File: config.mk
export PLATFORM = sky130hd
export DESIGN_NAME = mul_sequencer
export DESIGN_NICKNAME = d
export VERILOG_FILES = /design/src/rtl/mul_sequencer_pkg.sv /design/src/rtl/mul_sequencer.sv
export SDC_FILE = /design/constraint.sdc
export NUM_CORES = 1
export LEC_CHECK = 0
export CAP_MARGIN = 20
export CORE_MARGIN = 10
export CORE_UTILIZATION = 35
export CTS_BUF_LIST = sky130_fd_sc_hd__clkbuf_16
export CTS_CLUSTER_DIAMETER = 150
export CTS_CLUSTER_SIZE = 30
export DETAILED_ROUTE_END_ITERATION = 16
export HOLD_SLACK_MARGIN = 0.1
export PLACE_DENSITY = 0.81
export REMOVE_ABC_BUFFERS = 1
export SYNTH_ARGS = -nofsm -noshare
export SYNTH_HDL_FRONTEND = slang
export SYNTH_SLANG_ARGS = --single-unit
File: constraint.sdc
create_clock -name i_clk -period 1.87 [get_ports i_clk]
set_clock_uncertainty 0.05 [all_clocks]
set_input_delay 0.374 -clock i_clk [delete_from_list [all_inputs] [get_ports i_clk]]
set_output_delay 0.374 -clock i_clk [all_outputs]
set_load 0.005 [all_outputs]
File: src/rtl/mul_sequencer_pkg.sv
// Shared types for the RV32M multiply sequencer: core op encoding, funct3 codes, FSM states.
package mul_sequencer_pkg;

  typedef enum logic [1:0] {
    mulop_mul    = 2'd0,
    mulop_mulh   = 2'd1,
    mulop_mulhsu = 2'd2,
    mulop_mulhu  = 2'd3
  } rv32_mulop;

  localparam logic [2:0] MUL_F3_MUL    = 3'b000;
  localparam logic [2:0] MUL_F3_MULH   = 3'b001;
  localparam logic [2:0] MUL_F3_MULHSU = 3'b010;
  localparam logic [2:0] MUL_F3_MULHU  = 3'b011;

  typedef enum logic [1:0] {
    IDLE  = 2'd0,
    ISSUE = 2'd1,
    WAIT  = 2'd2,
    DONE  = 2'd3
  } mul_seq_state_t;

endpackage

File: src/rtl/mul_sequencer.sv
// Issue/retire sequencer between execute and the multi-cycle Booth multiply core.
// MUL_FUSE_EN: reuse the core's held low product for a repeated MUL with identical operands.
module mul_sequencer
  import mul_sequencer_pkg::*;
#(
  parameter int N = 32
) (
  input  logic         i_clk,
  input  logic         i_rst,
  input  logic         i_valid,
  output logic         o_ready,
  input  logic [2:0]   i_funct3,
  input  logic [N-1:0] i_rs1,
  input  logic [N-1:0] i_rs2,
  input  logic [4:0]   i_rd,
  input  logic         i_flush,
  output logic         o_valid,
  input  logic         i_ready,
  output logic [4:0]   o_rd,
  output logic [N-1:0] o_result,
  output logic         o_illegal,
  output logic         o_core_en,
  output rv32_mulop    o_core_mulop,
  output logic [N-1:0] o_core_a,
  output logic [N-1:0] o_core_b,
  output logic [N-1:0] o_core_c,
  input  logic [N-1:0] i_core_data,
  input  logic         i_core_stall
);

  mul_seq_state_t state;
  logic [N-1:0]   rs1_q, rs2_q, result_q;
  logic [4:0]     rd_q;
  rv32_mulop      mulop_q;
  logic           valid_q, en_q, illegal_q, fuse_q;
  logic           accept, f3_illegal, fuse_hit;
  rv32_mulop      f3_op;

  always_comb begin
    f3_illegal = i_funct3[2];
    f3_op      = mulop_mul;
    case (i_funct3)
      MUL_F3_MULH:   f3_op = mulop_mulh;
      MUL_F3_MULHSU: f3_op = mulop_mulhsu;
      MUL_F3_MULHU:  f3_op = mulop_mulhu;
      default:       f3_op = mulop_mul;
    endcase
  end

  // A flush in the same cycle as a request wins: nothing is accepted.
  assign o_ready = (state == IDLE) && !i_core_stall;
  assign accept  = i_valid && o_ready && !i_flush;

`ifdef MUL_FUSE_EN
  logic [N-1:0] tag_rs1, tag_rs2;
  logic         tag_vld;
  assign fuse_hit = tag_vld && !f3_illegal && (f3_op == mulop_mul) &&
                    (i_rs1 == tag_rs1) && (i_rs2 == tag_rs2);
`else
  assign fuse_hit = 1'b0;
`endif

  always_ff @(posedge i_clk) begin
    if (i_rst) begin
      state     <= IDLE;
      rs1_q     <= '0;
      rs2_q     <= '0;
      rd_q      <= '0;
      mulop_q   <= mulop_mul;
      result_q  <= '0;
      valid_q   <= 1'b0;
      en_q      <= 1'b0;
      illegal_q <= 1'b0;
      fuse_q    <= 1'b0;
`ifdef MUL_FUSE_EN
      tag_vld   <= 1'b0;
      tag_rs1   <= '0;
      tag_rs2   <= '0;
`endif
    end else if (i_flush) begin
      state     <= IDLE;
      valid_q   <= 1'b0;
      en_q      <= 1'b0;
      illegal_q <= 1'b0;
      fuse_q    <= 1'b0;
`ifdef MUL_FUSE_EN
      tag_vld   <= 1'b0;
`endif
    end else begin
      en_q <= 1'b0;
      case (state)
        IDLE: begin
          if (accept) begin
            rs1_q <= i_rs1;
            rs2_q <= i_rs2;
            rd_q  <= i_rd;
            if (f3_illegal) begin
              result_q  <= '0;
              illegal_q <= 1'b1;
              valid_q   <= 1'b1;
              state     <= DONE;
            end else if (fuse_hit) begin
              mulop_q   <= mulop_mul;
              illegal_q <= 1'b0;
              fuse_q    <= 1'b1;
              valid_q   <= 1'b1;
              state     <= DONE;
            end else begin
              mulop_q   <= f3_op;
              illegal_q <= 1'b0;
              en_q      <= 1'b1;
              state     <= ISSUE;
`ifdef MUL_FUSE_EN
              tag_vld   <= 1'b0;
`endif
            end
          end
        end
        ISSUE: state <= WAIT;
        WAIT: begin
          if (!i_core_stall) begin
            result_q <= i_core_data;
            valid_q  <= 1'b1;
            state    <= DONE;
`ifdef MUL_FUSE_EN
            tag_vld  <= 1'b1;
            tag_rs1  <= rs1_q;
            tag_rs2  <= rs2_q;
`endif
          end
        end
        DONE: begin
          // Fused result comes straight from the core in its first DONE cycle, then is held locally.
          if (fuse_q) begin
            result_q <= i_core_data;
            fuse_q   <= 1'b0;
          end
          if (i_ready) begin
            valid_q   <= 1'b0;
            illegal_q <= 1'b0;
            state     <= IDLE;
          end
        end
        default: state <= IDLE;
      endcase
    end
  end

  assign o_valid      = valid_q;
  assign o_rd         = rd_q;
  assign o_result     = fuse_q ? i_core_data : result_q;
  assign o_illegal    = illegal_q;
  assign o_core_en    = en_q;
  assign o_core_mulop = mulop_q;
  assign o_core_a     = rs1_q;
  assign o_core_b     = rs2_q;
  assign o_core_c     = '0;

endmodule

==> impl_metrics.toml <==
[outcome]
status = "completed"

[timing]
final_max_slew_viol_count = 0
hold_ws_ps = 230
rsz0062_at_grt = "false"
tns_ps = 0
finalHoldViolCount = 0
post-route-min-period_ps = 1800
fmax_mhz = 556
min_period_over_period_pct = 96.3
tightest_slew_ps = 562
setup_slack_ps = 69.9
setup_viol = 0
relSlewSlack_pct = 62.5

[routing]
vias_per_cell = 4.71
ant_nets = 0
totalWireLength_um = 15300
post_drt_wl_per_cell_um = 16.1
first_pass_iters = 5
drc_errors = 0
drt-initial-drc-count = 225
vias = 4477

[critical_path]
critical_path.max_stage_delay_ps = 380
cp-start-kind = "register"
path_cells = "inv_2 > ha_4 > nor2b_1 > dlygate4sd2_1"
path_buf_inv = 2
arrival_ps = 1380
crit_type = "reg2out"
end_kind = "output port"
critPathSlowestCell = "dfxtp_1"
critical_path_required_ps = 1450
crit_family = "flip-flops"
path_max_fanout = 4

[clock_network]
cts_tree = "built"
cts_hold_repair.buffers = 0
cts_buffers = 9
cts_setup_buffers = 0
insertion_delay_ps = 340
cts-root-buf = "clkbuf_16"
clkSinkCount = 108
clk_pin_slew_ps = 70
cts_max_level = 3
clock_path_buffers = 2

[floorplan]
coreArea_um2 = 12600
initial_utilization_pct = 35.7
rows = 41
die_w_um = 133
ios = 249
dieArea_um2 = 17800
die_h_um = 133

[final_layout]
design_area_um2 = 7230
final_cell_mix = "213 x clkdlybuf4s50_1, 173 x nand2_1, 107 x dfxtp_1, 72 x a21oi_1, 34 x o21ai_1"
drive_gt1_share_pct = 7.07
antenna_cells = 0
area_delta_synth_final_pct = 60.6
utilization_pct = 57.3
final_common_cell = "clkdlybuf4s50_1"
nets = 888

[global_routing]
met2_usage_pct = 26.3
grtUsageTotal_pct = 16.3
grt_max_degree = 63
grt_pass1_wl_um = 23500
grt_overflow = 0
use_met1_pct = 19.4
use_met3_pct = 6.77
grt.busiest_layer = "met2"
grt_pass1_vias = 4294
antenna_found_initial = 0

[placement]
dpl.hpwl_um = 11600
io_buffers = 216
postPlaceCellArea_um2 = 6890
gp_congestion = 0.820
post-place-ws_ps = -212

[logic_synthesis]
synthCells = 564
yosys_most_used_dff = "dfxtp_1"
ys_async_sr_fraction_pct = 0
synth_seq_cells = 108
synth_edf_count = 0
ys_top_cells_by_area = "dfxtp_1 48%, nand2_1 14%, a21oi_1 8.1%"
syn_area_per_cell_um2 = 7.98
netlist_area_um2 = 4500
yosysSeqAreaShare_pct = 48.0
yosysTopAreaCell = "dfxtp_1"
synth_top_cell_area_share_pct = 48.0
yosysWarnings = 0
synth_cell_type_count = 32

[power_and_ir_drop]
peakVddDrop_mv = 0.502
powerDensity_nw_per_um2 = 715
pwr-share-clk_pct = 39.1
p_sw_share_pct = 23.4
p_sw_uw = 1210
internal_power_uw = 3960
p_comb_share_pct = 14.6
sequentialPowerShare_pct = 46.2
power_leakage_uw = 0.00257

[hold_path]
hold_class = "in2reg"

[flow_run]
maxCapViolCount = 0
-- metrics by stage --
step / cells / total power, uW
after detailed placement: 934 / 3190
after global routing: 950 / 5390
final: 950 / 5170
after floorplan: 519 / 2630
after global placement: 934 / 3180
after CTS: 950 / 5230
-- final cells by class --
type | count | area (um^2)
inverter | 5 | 35.0
timing repair buffer | 243 | 2460
clock inverter | 7 | 93.8
tap | 172 | 215
multi-input combinational | 406 | 2040
sequential | 108 | 2160
clock buffer | 9 | 225
fill | 1118 | 5390
-- state kept, by name, summed over array words and instances, names as in the netlist --
| signal | cells |
|---|---|
| o_core_en | 1 |
| o_rd | 5 |
| state | 2 |
| o_core_a | 32 |
| o_core_b | 32 |
| result_q | 32 |
| o_valid | 1 |
| o_core_mulop | 2 |
| o_illegal | 1 |
-- cells by family after synthesis --
| kind of cell | after synthesis | synth area share (%) |
|---|---|---|
| buf+inv | 81 | 10.3 |
| mux | 1 | 0.222 |
| other cells | 1 | 0.0833 |
| fa+ha+maj | 5 | 1.39 |
| flops | 108 | 48.0 |
| simple gates | 221 | 21.1 |
| compound gates | 147 | 18.9 |
-- final timing paths --
check                                  start            to  slack [ps]  cells after the start
worst max-delay path                state[0]       o_ready          70                      4
worst max register to register      state[0]  result_q[11]         160                      7
worst min register to register  o_core_a[14]  o_core_a[14]         400                      2
worst min-delay path                   i_rst  o_core_b[28]         230                      2
-- metal layers --
metal / routed length, um / vias up
li1: - / 2227
met1: 6480 / 2031
met2: 6960 / 203
met3: 1640 / 16
met4: 192 / 0
met5: 0 / -
-- Yosys cell counts, types with 4 or more instances --
master    instances
inv_1             4
buf_1             7
nor2b_1          34
clkbuf_1         25
a21oi_1          73
nand2_1         173
nor2_1            5
dfxtp_1         108
o21ai_1          34
buf_2            10
buf_4            32
ha_1              5
o31ai_1          32
-- what timing repair did --
action,4_1_cts,5_1_grt
hold endpoints to repair,0,0
resized for setup,5,2
cloned,0,0
endpoints found under the setup margin,1,17
-- power by group through the flow --
stage	sequential, uW	combinational [uW]	clock, uW
2_1_floorplan	2450	188	0
3_3_place_gp	2440	742	0
3_5_place_dp	2440	750	0
4_1_cts	2390	758	2080
5_1_grt	2400	820	2180
6_report	2390	757	2020
(Power assumes the default switching activity.)
